$ cat src/rtl/jellyvl_etherneco_packet_rx.sv
// Etherneco ring receiver: splits the returning byte stream into header fields
// (type, node, length) and a framed payload stream, flagging malformed frames.
module jellyvl_etherneco_packet_rx #(
   parameter bit CHECK_TRAILING = 1'b1
) (
   input  logic        reset,
   input  logic        clk,

   input  logic        s_rx_first,
   input  logic        s_rx_last,
   input  logic [7:0]  s_rx_data,
   input  logic        s_rx_valid,

   output logic        header_valid,
   output logic [7:0]  header_type,
   output logic [7:0]  header_node,
   output logic [15:0] header_length,

   output logic        m_first,
   output logic        m_last,
   output logic [7:0]  m_data,
   output logic        m_valid,

   output logic        frame_end,
   output logic        frame_error
);

   // state   | meaning
   // IDLE    | waiting for a byte flagged first
   // HEADER  | collecting node and length bytes (cnt = header byte index)
   // PAYLOAD | forwarding payload bytes (cnt = payload byte index)
   // DISCARD | payload complete, dropping trailing bytes until last
   typedef enum logic [1:0] {
      IDLE,
      HEADER,
      PAYLOAD,
      DISCARD
   } state_t;

   state_t      state, state_next;
   logic [15:0] cnt, cnt_next;
   logic [7:0]  type_q, type_next;
   logic [7:0]  node_q, node_next;
   logic [7:0]  len_lo_q, len_lo_next;

   logic        header_valid_next;
   logic [7:0]  header_type_next;
   logic [7:0]  header_node_next;
   logic [15:0] header_length_next;
   logic        m_first_next;
   logic        m_last_next;
   logic [7:0]  m_data_next;
   logic        m_valid_next;
   logic        frame_end_next;
   logic        frame_error_next;

   always_ff @(posedge clk) begin
      if (reset) begin
         state         <= IDLE;
         cnt           <= '0;
         type_q        <= '0;
         node_q        <= '0;
         len_lo_q      <= '0;
         header_valid  <= 1'b0;
         header_type   <= '0;
         header_node   <= '0;
         header_length <= '0;
         m_first       <= 1'b0;
         m_last        <= 1'b0;
         m_data        <= '0;
         m_valid       <= 1'b0;
         frame_end     <= 1'b0;
         frame_error   <= 1'b0;
      end else begin
         state         <= state_next;
         cnt           <= cnt_next;
         type_q        <= type_next;
         node_q        <= node_next;
         len_lo_q      <= len_lo_next;
         header_valid  <= header_valid_next;
         header_type   <= header_type_next;
         header_node   <= header_node_next;
         header_length <= header_length_next;
         m_first       <= m_first_next;
         m_last        <= m_last_next;
         m_data        <= m_data_next;
         m_valid       <= m_valid_next;
         frame_end     <= frame_end_next;
         frame_error   <= frame_error_next;
      end
   end

   always_comb begin
      state_next         = state;
      cnt_next           = cnt;
      type_next          = type_q;
      node_next          = node_q;
      len_lo_next        = len_lo_q;
      header_valid_next  = 1'b0;
      header_type_next   = header_type;
      header_node_next   = header_node;
      header_length_next = header_length;
      m_first_next       = 1'b0;
      m_last_next        = 1'b0;
      m_data_next        = m_data;
      m_valid_next       = 1'b0;
      frame_end_next     = 1'b0;
      frame_error_next   = 1'b0;

      if (s_rx_valid) begin
         if (state != IDLE && s_rx_first) begin
            // abort the running frame; the pulse belongs to the old frame only
            frame_end_next   = 1'b1;
            frame_error_next = 1'b1;
            type_next        = s_rx_data;
            if (s_rx_last) begin
               state_next = IDLE;
               cnt_next   = '0;
            end else begin
               state_next = HEADER;
               cnt_next   = 16'd1;
            end
         end else begin
            case (state)
               IDLE: begin
                  if (s_rx_first) begin
                     type_next = s_rx_data;
                     if (s_rx_last) begin
                        frame_end_next   = 1'b1;
                        frame_error_next = 1'b1;
                     end else begin
                        state_next = HEADER;
                        cnt_next   = 16'd1;
                     end
                  end
               end

               HEADER: begin
                  if (s_rx_last) begin
                     // header incomplete or no payload at all
                     frame_end_next   = 1'b1;
                     frame_error_next = 1'b1;
                     state_next       = IDLE;
                     cnt_next         = '0;
                  end else if (cnt == 16'd1) begin
                     node_next = s_rx_data;
                     cnt_next  = 16'd2;
                  end else if (cnt == 16'd2) begin
                     len_lo_next = s_rx_data;
                     cnt_next    = 16'd3;
                  end else begin
                     header_valid_next  = 1'b1;
                     header_type_next   = type_q;
                     header_node_next   = node_q;
                     header_length_next = {s_rx_data, len_lo_q};
                     state_next         = PAYLOAD;
                     cnt_next           = '0;
                  end
               end

               PAYLOAD: begin
                  m_valid_next = 1'b1;
                  m_data_next  = s_rx_data;
                  m_first_next = (cnt == 16'd0);
                  if (cnt == header_length) begin
                     m_last_next = 1'b1;
                     cnt_next    = '0;
                     if (s_rx_last) begin
                        frame_end_next = 1'b1;
                        state_next     = IDLE;
                     end else begin
                        state_next = DISCARD;
                     end
                  end else if (s_rx_last) begin
                     m_last_next      = 1'b1;
                     frame_end_next   = 1'b1;
                     frame_error_next = 1'b1;
                     state_next       = IDLE;
                     cnt_next         = '0;
                  end else begin
                     cnt_next = cnt + 16'd1;
                  end
               end

               DISCARD: begin
                  if (s_rx_last) begin
                     frame_end_next   = 1'b1;
                     frame_error_next = CHECK_TRAILING;
                     state_next       = IDLE;
                  end
               end

               default: begin
                  state_next = IDLE;
                  cnt_next   = '0;
               end
            endcase
         end
      end
   end

endmodule

$ cat config.mk
export PLATFORM = sky130hd
export DESIGN_NAME = jellyvl_etherneco_packet_rx
export DESIGN_NICKNAME = d
export VERILOG_FILES = /design/src/rtl/jellyvl_etherneco_packet_rx.sv
export SDC_FILE = /design/constraint.sdc
export NUM_CORES = 1
export LEC_CHECK = 0
export CORE_ASPECT_RATIO = 0.6
export CORE_UTILIZATION = 60
export CTS_BUF_LIST = sky130_fd_sc_hd__clkbuf_2
export CTS_CLUSTER_DIAMETER = 60
export DETAILED_ROUTE_END_ITERATION = 6
export DONT_BUFFER_PORTS = 1
export PLACE_DENSITY = 0.76
export SLEW_MARGIN = 20
export SYNTH_ARGS = -nofsm -noshare
export SYNTH_HDL_FRONTEND = slang
export SYNTH_SLANG_ARGS = --single-unit
$ cat constraint.sdc
create_clock -name clk -period 2.35 [get_ports clk]
set_input_delay 0 -clock clk [delete_from_list [all_inputs] [get_ports clk]]
set_output_delay 0 -clock clk [all_outputs]
set_load 0.01 [all_outputs]
* After elaboration in Yosys (flattened, before gate mapping)
Index checks and enable logic that the tools add are counted.
Storage, ports and cells: output and inout port bits 46, word-level logic and storage cells 87, bits of input ports 13, register bits 88
Cells by class: mux-type cells 34, bitwise operators 7, add/sub/neg operators 1, reduce and logical (&&, ||, !) cells 20, eq/ne operators 10
Operator list (number):
- two-way mux 16 bit | 5
- one-hot mux 16 bit (3 select lines) | 1
- two-way mux 2 bit | 12
- two-way mux 8 bit | 3
- adder 16 x 1 -> 16 bit (second input constant) | 1
- == test 16 x 1 -> 1 bit (second input constant) | 1
- == test 16 bit | 1
- == test 16 x 2 -> 1 bit (second input constant) | 1
- zero test 16 bit | 1
- AND reduction 6 bit | 2
- two-way mux 1 bit | 10
- AND reduction 5 bit | 2
- inequality test 4 bit (second input constant) | 2
- one-hot mux 2 bit (4 select lines) | 1
- NOT 1 bit | 7
- inequality test 3 bit (second input constant) | 2
- AND reduction 3 bit | 2
- nonzero test 2 bit | 3
- OR reduction 3 bit | 2
- OR reduction 6 bit | 1
- == test 2 bit (second input constant) | 2
- AND reduction 4 bit | 1
- nonzero test 4 bit | 1
- OR reduction 2 bit | 2
- other kinds (6) | 6

* Longest topological paths before layout
depth after elaboration 6, mapped depth 10, depth with buffers taken out 7

* Least setup slack after synthesis
OpenSTA, ideal clock, no wires.
path type register to register, start register state[0], end register node_q[0], library setup time 0.128 ns, data arrival time 1.972 ns, period minus slack after synthesis 2.100 ns, required time 2.222 ns, buffers on the path 3, path slack 0.250 ns, stages on the path, launching flop included 11, cell sequence dfxtp_1 inv_1 ha_1 clkbuf_2 nand2b_1 buf_2 nand2_1 or4_1 buf_2 mux2i_1 nor2_1
On the way: longest elaborated chain between the ends 4, elaborated cells between the ends (all ways) 5, those cells by class eq/ne (1); bitwise (1); reduce/logical (3)
Ends and longest elaborated chain:
- from (decl) | RTL line 40 | state_t state, state_next;
- from (signal assigned) | RTL line 75 | state <= state_next;
- nonzero test 2 bit | RTL line 111 | if (state != IDLE && s_rx_first) begin
- logical AND 1 bit | RTL line 111
- NOT 1 bit (no source line)
- AND reduction 5 bit (no source line) (*)
- to (signal assigned) | RTL line 78 | node_q <= node_next;
- to (decl) | RTL line 43 | logic [7:0] node_q, node_next;
Mark *: on every way between the ends. The rest lies on a longest branch, timed or not. A chain may end at the register's enable or synchronous reset.

* Final worst setup path
start register cnt[8], end register cnt[14]
On the way: longest elaborated chain between the ends 5, elaborated cells between the ends (all ways) 6, those cells by class add/sub (1); eq/ne (1); mux (4)
Ends and longest elaborated chain:
- from (decl) | RTL line 41 | logic [15:0] cnt, cnt_next;
- from (signal assigned) | RTL line 76 | cnt <= cnt_next;
- adder 16 x 1 -> 16 bit | RTL line 181 | cnt_next = cnt + 16'd1;
- two-way mux 16 bit | RTL line 174 | end else if (s_rx_last) begin
- two-way mux 16 bit (*) | RTL line 165 | if (cnt == header_length) begin
- one-hot mux 16 bit (3 select lines) (*) | RTL line 124 | case (state)
- two-way mux 16 bit (*) | RTL line 111
Marks and branches as above.

==> impl_results.md <==
* Number of enable flip-flop cells after synthesis at 0
* Via/cell ratio at 5.99
* Post-synthesis cell type count at 53
* RSZ-0062 raised after global routing: no
* Tmin final at 2.23 ns
* Initial drt markers at 377
* PwrDens at 616 nW/µm²
* Synth Warn # at 0
* Slew @ Worst Pin at 0.640 ns
* Period utilization at 0.949
* Commonest non-fill, non-tap cells in the layout: dfxtp_1 (88), nand2_1 (85), a21oi_1 (47)
* Crit path max-delay family: simple AND/OR/NAND/NOR gates
* Area share of the largest cell type after synthesis at 0.445
* Commonest non-fill, non-tap cell in the layout: dfxtp_1
* Routed wire length at 9.94 mm
* CP Launch Type: flip-flop
* Number of global-route vias before repair at 3168
* CP Cell Sequence: xor2_1 -> nor4_1 -> nand4_1 -> buf_4 -> a32oi_1 -> a21oi_1
* Register Area at 1760 µm²
* Crit-path max cell delay at 0.56 ns
* CTS tree: done
* CTS root buf: clkbuf_2
* GR Overflow Total at 0
* Worst-path clk slew at 0.24 ns
* DRT Pass-1 Iters at 5
* Crit Path Max Fanout at 9
* I/O pin count at 59
* Worst-Skew Late Latency at 0.55 ns
* Cts bufs inserted at 9
* Synth-to-Final Area Change at 9.24%
* MaxCap Viol Count at 0
* Vias at 3317
* Async S/R FF share, synth at 0
* Crit path required time at 2.80 ns
* Row cnt at 22
* Syn nets at 483
* Post-DR wirelength/cell at 17.9 µm
* Top cell type by total area after synthesis: dfxtp_1
* Layout cells sized above 1 at 0.0896
* Critical Path End Type: flip-flop
* Initial antenna violation count at 1
* Max Slew Vio Count at 0
* Skew final at 0.0219 ns
* Layout Nets at 485
* Outcome: completed
* Dpl hpwl at 6.93 mm
* Overall routing resource usage at 0.306
* Setup WS post-layout at 0.121 ns
* Core footprint at 6250 µm²
* Htree depth at 3
* DRC errors left at 0
* Sequential area share after synthesis at 0.445
* Cells after synthesis at 462
* Fill cells at 523
* First-pass GRT wire length at 16.0 mm
* Buf/Inv on CP at 1
* Largest cells by area after synthesis: dfxtp_1 (45%), nand2_1 (8.1%), mux2i_1 (6.3%), a21oi_1 (5.9%), nor2_1 (4.3%)
* Bufs on Longest Clock Path at 2
* Syn Area/Cell at 8.56 µm²
* Min-Delay Path Class: in -> reg
* GP Congestion at 0.918
* Slew HR at 0.572
* #FFs+latches synth at 88
* I/O Buffers at 0
* Largest net degree at the start of global routing at 81
* Setup TNS Final at 0 ns
* Post-synth top flop: dfxtp_1
* Slowest CP cell: dfxtp_1
* Post-route ant nets at 0
* Critical path arrival at 2.68 ns
* Multi-input logic area at 2020 µm²
* Clk sinks at 88
* Final setup vio count at 0
* Die area at 6930 µm²
* Die height at 64.9 µm
* Initial Util at 0.633
* Worst setup path class: reg -> reg
* Worst vdd ir at 0.451 mV
* Max Freq at 0.449 GHz
* Static Leakage at 1.67 nW
* Die width at 107 µm
* Post-Place Setup Slack at 0.208 ns
* Fin. Hold Viols at 0
* Synth Cell Area at 3960 µm²
[through the flow]
step	cell area [µm²]	power [mW]	utilization	std cells	hold WS [ns]
global placement	4020	1.73	0.644	524	0.0781
CTS	4310	2.67	0.689	553	0.0584
detailed placement	4020	1.73	0.644	524	0.0752
floorplan	3960	1.71	-	462	0.136
finish	4320	2.66	0.691	554	0.107
global route	4320	2.75	0.691	554	0.0986
[worst reg2reg max path, cell delays in order (launching register included)]
cell     delay [ns]
dfxtp_1        0.56
xor2_1         0.13
nor4_1         0.52
nand4_1        0.34
buf_4          0.27
a32oi_1        0.22
a21oi_1        0.09
[cell usage after synthesis (8+ instances only)]
library cell,number
dfxtp_1,88
nand2_1,85
a21oi_1,47
nor2_1,45
mux2i_1,25
clkbuf_1,23
xor2_1,18
nand3_1,14
nand4_1,10
buf_2,9
inv_1,9
nor3_1,9
ha_1,8
[timing repair]
item,in CTS,in global routing
endpoints found under the setup margin,0,6
gates resized for setup,0,3
buffers inserted,0,0
hold endpoints to repair,88,0
hold buffers,13,0
[final timing paths]
| check | start | slack (ns) | depth (start not counted) | endpoint |
|---|---|---|---|---|
| worst min-delay path | s_rx_first | 0.11 | 5 | cnt[1]$_SDFFE_PP0P_ |
| worst min register to register | len_lo_q[6]$_SDFFE_PP0P_ | 0.45 | 2 | header_length[6]$_SDFFE_PP0P_ |
| worst max-delay path | cnt[8]$_SDFFE_PP0P_ | 0.12 | 6 | cnt[14]$_SDFFE_PP0P_ |
| worst max register to register | cnt[8]$_SDFFE_PP0P_ | 0.12 | 6 | cnt[14]$_SDFFE_PP0P_ |
[routing by layer]
layer,routed length (µm),GRT usage
met2,4260,0.426
met3,1040,0.118
met5,0,0
met4,108,0.113
met1,4530,0.426
[state kept, by name, indices dropped and copies added (netlist names)]
signal	cells
len_lo_q	8
frame_error	1
header_valid	1
frame_end	1
header_node	8
m_valid	1
m_data	8
header_length	16
cnt	16
node_q	8
state	2
type_q	8
header_type	8
m_last	1
m_first	1
[layout make-up]
type	instances	area share
sequential	88	0.408
inverter	10	0.00869
antenna	1	0.000579
clock buffer	11	0.0127
clock inverter	5	0.0188
tap	84	0.0243
multi-input combinational	329	0.467
timing repair buffer	26	0.0597
[power by group]
| part | internal (mW) | switching [mW] | total (mW) |
|---|---|---|---|
| Sequential | 1.51 | 0.0215 | 1.53 |
| Clock | 0.362 | 0.519 | 0.881 |
| Combinational | 0.0827 | 0.164 | 0.247 |
| Total | 1.96 | 0.705 | 2.66 |
[logic make-up after synthesis]
family                   count (synthesis)  share of synthesized area
adder cells (fa/ha/maj)                  9                     0.0278
XOR/XNOR                                25                     0.0554
multiplexers                            25                     0.0633
AND/OR/NAND/NOR                        194                      0.238
AO/OA/AOI/OAI                           76                      0.123
buffers and inverters                   45                     0.0468
flip-flops                              88                      0.445
(Power assumes the default switching activity.)
